===== config.mk =====
export PLATFORM = sky130hd
export DESIGN_NAME = parser_arbiter
export DESIGN_NICKNAME = d
export VERILOG_FILES = /design/src/rtl/parser_arbiter.sv
export SDC_FILE = /design/constraint.sdc
export NUM_CORES = 1
export LEC_CHECK = 0
export ABC_CLOCK_PERIOD_IN_PS = 7300
export BUFFER_PORTS_ARGS = -buffer_cell sky130_fd_sc_hd__buf_4
export CORE_UTILIZATION = 40
export DETAILED_ROUTE_END_ITERATION = 6
export GPL_TIMING_DRIVEN = 1
export PLACE_DENSITY = 0.76
export SLEW_MARGIN = 20
export SYNTH_ARGS = -nofsm -noshare
export SYNTH_HDL_FRONTEND = slang
export SYNTH_SLANG_ARGS = --single-unit
export TNS_END_PERCENT = 20

===== constraint.sdc =====
create_clock -name clk -period 7.3 [get_ports clk]
set_input_delay 0.73 -clock clk [delete_from_list [all_inputs] [get_ports clk]]
set_output_delay 0.73 -clock clk [all_outputs]
set_load 0.005 [all_outputs]

===== src/rtl/parser_arbiter.sv =====
// parser_arbiter: packet-granular round-robin arbiter sharing one parser between two AXI-Stream sources
module parser_arbiter #(
    parameter int DATA_WIDTH = 64,
    localparam int KEEP_W = DATA_WIDTH / 8,
    localparam int IDX_W = $clog2(DATA_WIDTH / 8 + 1)
) (
    input  logic                  clk,
    input  logic                  rst_n,
    input  logic [DATA_WIDTH-1:0] s0_tdata,
    input  logic [KEEP_W-1:0]     s0_tkeep,
    input  logic                  s0_tlast,
    input  logic                  s0_tvalid,
    output logic                  s0_tready,
    input  logic [DATA_WIDTH-1:0] s1_tdata,
    input  logic [KEEP_W-1:0]     s1_tkeep,
    input  logic                  s1_tlast,
    input  logic                  s1_tvalid,
    output logic                  s1_tready,
    output logic [DATA_WIDTH-1:0] data_buffer,
    output logic [IDX_W-1:0]      idx,
    output logic                  last_flag,
    input  logic                  parser_ready,
    output logic                  grant_id,
    output logic                  busy,
    output logic                  drop_last,
    output logic [15:0]           pkt_cnt0,
    output logic [15:0]           pkt_cnt1
);
    typedef enum logic {IDLE, BUSY} state_t;

    state_t state, state_nx;
    logic last_served;
    logic [DATA_WIDTH-1:0] g_data;
    logic [KEEP_W-1:0] g_keep;
    logic [IDX_W-1:0] g_cnt;
    logic g_last, g_valid, g_ready, acc, load, consume, any_valid, pick;

    always_comb begin
        g_data = grant_id ? s1_tdata : s0_tdata;
        g_keep = grant_id ? s1_tkeep : s0_tkeep;
        g_last = grant_id ? s1_tlast : s0_tlast;
        g_valid = grant_id ? s1_tvalid : s0_tvalid;
        // the output register can take a new beat when empty or being drained this cycle
        g_ready = state == BUSY && (idx == '0 || parser_ready);
        acc = g_ready && g_valid;
        load = acc && |g_keep;
        consume = idx != '0 && parser_ready;
        any_valid = s0_tvalid || s1_tvalid;
        pick = (s0_tvalid && s1_tvalid) ? !last_served : s1_tvalid;
        g_cnt = '0;
        for (int i = 0; i < KEEP_W; i++) g_cnt = g_cnt + IDX_W'(g_keep[i]);
        state_nx = state == IDLE ? (any_valid ? BUSY : IDLE) : ((acc && g_last) ? IDLE : BUSY);
    end

    assign s0_tready = g_ready && !grant_id;
    assign s1_tready = g_ready && grant_id;

    always_ff @(posedge clk or negedge rst_n) begin
        if (!rst_n) state <= IDLE;
        else state <= state_nx;
    end

    always_ff @(posedge clk or negedge rst_n) begin
        if (!rst_n) begin
            data_buffer <= '0;
            idx <= '0;
            last_flag <= 1'b0;
            grant_id <= 1'b0;
            busy <= 1'b0;
            drop_last <= 1'b0;
            pkt_cnt0 <= '0;
            pkt_cnt1 <= '0;
            last_served <= 1'b1;
        end else begin
            drop_last <= acc && !(|g_keep) && g_last;
            if (load) begin
                data_buffer <= g_data;
                idx <= g_cnt;
                last_flag <= g_last;
            end else if (consume) begin
                data_buffer <= '0;
                idx <= '0;
                last_flag <= 1'b0;
            end
            if (state == IDLE && any_valid) begin
                grant_id <= pick;
                busy <= 1'b1;
            end
            if (acc && g_last) begin
                busy <= 1'b0;
                last_served <= grant_id;
                if (grant_id) pkt_cnt1 <= pkt_cnt1 + 16'd1;
                else pkt_cnt0 <= pkt_cnt0 + 16'd1;
            end
        end
    end
endmodule


### After elaboration in Yosys (flattened, before gate mapping)

Index checks and enable logic that the tools add are counted.

* output and inout port bits: 106
* bits in registers: 106

* reductions and logical operators: 23
* $add $sub $neg: 9
* bitwise operators: 2
* muxes and demuxes: 16

Operators by type and width (count)
* 64-bit two-way mux: 3
* 16-bit by 1-bit adder with 16-bit output, second input constant: 2
* 4-bit by 1-bit adder with 4-bit output: 4
* 1-bit logical AND: 11
* 1-bit two-way mux: 10
* 4-bit two-way mux: 2
* 8-bit two-way mux: 1
* 8-bit OR reduction: 1
* 3-bit by 1-bit adder with 4-bit output: 1
* 4-bit zero test: 1
* 2-bit AND reduction: 2
* 2-bit nonzero test: 2
* 4-bit nonzero test: 1
* 2-bit by 1-bit adder with 3-bit output: 1
* 1-bit zero test: 3
* 1-bit by 1-bit adder with 2-bit output: 1
* 1-bit logical OR: 2
* 1-bit inverter: 2

### Longest topological paths before layout

* word-level depth: 9
* gate-level depth with buffers: 13

### Worst setup path after synthesis

Ideal clock, no wire load.

* path type: register -> register
* start: register grant_id
* end: register idx[2]
* cell stages (with the launch flop): 14
* arrival time: 3.736 ns
* buffers on the path: 4
* path slack: 3.443 ns
* required time: 7.178 ns
* library setup time: 0.122 ns
* clock period less this slack: 3.857 ns
* cells stage by stage: dfrtp_1 buf_4 buf_6 buf_2 buf_1 mux2i_1 fa_1 inv_1 fa_1 fa_1 ha_1 fa_1 xnor2_1 o2bb2ai_1

* longest elaborated chain between the ends: 9

RTL lines
* start: declaration: RTL line 23 `output logic grant_id,`
* start signal: assignment: RTL line 86 `grant_id <= pick;`
* 8-bit two-way mux: RTL line 40 `g_keep = grant_id ? s1_tkeep : s0_tkeep;`
* 1-bit by 1-bit adder with 2-bit output: RTL line 51 `for (int i = 0; i < KEEP_W; i++) g_cnt = g_cnt + IDX_W'(g_keep[i]);`
* 2-bit by 1-bit adder with 3-bit output: RTL line 51
* 3-bit by 1-bit adder with 4-bit output: RTL line 51
* 4-bit by 1-bit adder with 4-bit output (4 in series): RTL line 51
* 4-bit two-way mux: RTL line 76 `if (load) begin`
* end signal: assignment: RTL line 78 `idx <= g_cnt;`
* end: declaration: RTL line 20 `output logic [IDX_W-1:0] idx,`

Parallel ways exist; a longest one is shown, timed or not.
A chain may end at the register's enable or synchronous reset.

### Worst setup path in the final report

Ends and elaborated chain as after synthesis.

==> flow_summary.toml <==
[sta]
slew_viol_final = 0
timing.final.ws_setup_ns = 3.39
rsz0062_at_grt = "false"
max_freq_ghz = 0.255
hold_violations = 0
fin_tns_setup_ns = 0
fin_worst_skew_ns = 0.00932
fin_crit_sh_pct = 53.6
slew_headroom_pct = 40.1
setup_violations = 0
tightest_slew_ns = 0.898
period_needed_ns = 3.91
worst_hold_slack_ns = 0.371

[final_layout]
fin_cells = 906
antenna_cells = 0
area_delta_synth_final_pct = 42.3
fin_area_um2 = 7800
fillers = 1189
nets = 886
drive_gt1_share_pct = 40.0

[placed_design]
dp_hpwl_um = 10900
place_area_um2 = 7520
dp_cells = 890
gp_congestion = 0.846
portBuffers = 256
post-place-ws_ns = 3.32

[worst_setup_path]
critPathRequiredTime_ns = 7.49
worstSetupPathType = "flip-flop to flip-flop"
worst_setup_path_end_kind = "flip-flop"
crit_chain = "buf_4, mux2_2, fa_1, fa_1, ha_1, fa_1, xnor2_1, o2bb2ai_1"
cp_slowest_cell = "dfrtp_4"
cp_data_arrival_time_ns = 4.10
cp-start-kind = "flip-flop"
cp_common_cell = "fa_1"
max_stage_delay_ns = 0.74
crit_fanout = 58

[power_and_ir_drop]
p_leak_nw = 4.24
ir_drop_uv = 207
powerDensity_nw_per_um2 = 358

[clock_tree]
cts_tree = "done"
cts.sinks = 106
insertion_delay_ns = 0.34
root_buffer = "clkbuf_16"
cts_made_buffers = 9
clk_pin_slew_ns = 0.07
cts_resized = 0
cts-htree-levels = 3
clockBufferDepth = 2
cts_hold_buf = 0
post_cts.repair.setup_buffers = 0

[logic_synthesis]
synth_top_cell_area_share_pct = 47.9
synthCells = 479
syn_area_um2 = 5480
yosysSeqAreaShare_pct = 48.4
synth_cell_types = 43
yosys.area.top_type = "dfrtp_1"
yosys-top-cells-count = "mux2i_1, dfrtp_1, nand2_1"
synth_most_common_cell = "mux2i_1"
synth_edf_count = 0
synthTopCellsByArea = "dfrtp_1, mux2i_1, nand2_1"
yosys_most_used_dff = "dfrtp_1"
synthArstFlopShare_pct = 100
yosys_warnings = 0
syn-num-nets = 640
ys_seq_elements = 106
avgSynthCellArea_um2 = 11.4

[die]
pin_count = 257
start_util_pct = 41.2
coreArea_um2 = 13300
die_x_um = 119
num_rows = 42
die_h_um = 119
die-area_um2 = 14200

[global_routing]
grt_pass1_wl_um = 22900
grt_overflow = 0
track_usage_pct = 20.4
grt_max_degree = 63
antenna_found_initial = 0
grt_pass1_vias = 4636

[route]
antenna_left = 0
avgRoutedWirePerCell_um = 15.9
vias = 4545
drc_errors = 0
dr.pass1.iters = 4
via_per_inst = 5.02
drt-initial-drc-count = 132
routed_wl_um = 14400

[flow_run]
drv_cap = 0

[run_status]
outcome = "finished, final reports clean"

[min_path]
hp-class = "primary input to async pin"
-- layout make-up --
type                    instances  area (um^2)  share of cell area (%)
flip-flops and latches        106         2660                    34.1
clock inverters                 5         37.5                   0.481
repair buffers                261         1960                    25.1
inverters                      11         41.3                   0.529
clock buffers                  11          243                    3.11
well taps                     176          220                    2.82
multi-input cells             336         2640                    33.9
-- cells in the final DEF (no fill, tap or decap), types with 3 or more instances in the layout --
master,Yosys,final
mux2i_1,131,131
nor3_1,12,12
buf_4,6,261
clkbuf_16,0,9
fa_1,4,4
ha_1,6,6
o2111ai_1,3,3
mux2_2,9,9
nand2_1,77,77
and4_1,3,3
o2bb2ai_1,4,4
inv_1,11,11
nor4_1,3,3
xnor2_1,16,16
nand3_1,12,12
nand4_1,5,5
dfrtp_1,105,104
and2_1,3,3
xor2_1,15,15
nor2_1,10,10
-- critical path, delay by kind of cell, from the launching register on --
family / cells / cell delay [ns]
buffers and inverters: 1 / 0.74
muxes: 1 / 0.43
DFF: 1 / 0.74
adders and majority gates: 4 / 1.61
xor gates and xnor gates: 1 / 0.15
AOI/OAI and AO/OA: 1 / 0.08
-- registers in the layout, summed over array words and instances, names as in the netlist --
register,cells
last_flag,1
pkt_cnt1,16
drop_last,1
grant_id,1
idx,4
busy,1
state,1
data_buffer,64
last_served,1
pkt_cnt0,16
-- per-layer routing --
| metal | vias up | global-route usage [%] | wire length (um) |
|---|---|---|---|
| met5 | - | 0 | 0 |
| met4 | 0 | 7.20 | 242 |
| met3 | 20 | 4.93 | 1020 |
| met2 | 178 | 35.8 | 7320 |
| met1 | 2193 | 24.3 | 5840 |
| li1 | 2154 | - | - |
-- kinds of logic after synthesis --
logic type	count (synthesis)	synth area share, %
muxes	141	26.0
and+or+nand+nor	139	11.9
DFF	106	48.4
buffers and inverters	37	3.45
xor gates and xnor gates	31	4.95
AOI/OAI and AO/OA	15	2.44
adders and majority gates	10	2.83
-- worst paths after layout --
| path | start | end | slack, ns | cells past startpoint |
|---|---|---|---|---|
| worst max-delay path | grant_id | idx[2] | 3.39 | 8 |
| worst min-delay path | rst_n | pkt_cnt1[13] | 0.37 | 1 |
| worst max register to register | grant_id | idx[2] | 3.39 | 8 |
| worst min register to register | last_served | last_served | 0.47 | 2 |
| max in group asynchronous | rst_n | grant_id | 5.66 | 2 |
| min in group clk | last_served | last_served | 0.47 | 2 |
-- metrics by stage --
| step | util (%) | power [mW] |
|---|---|---|
| finish | 58.7 | 2.79 |
| global route | 58.7 | 2.99 |
| CTS | 58.7 | 2.83 |
| detailed placement | 56.6 | 2.37 |
| global placement | 56.6 | 2.30 |
| floorplan | - | 1.79 |
-- where the power goes --
part	total [mW]	switching, mW	leakage (nW)	internal, mW
clock	0.459	0.216	0.132	0.242
combinational	1.36	0.627	2.75	0.728
sequential	0.975	0.179	1.36	0.796
total	2.79	1.02	4.24	1.77
(Power assumes the default switching activity.)
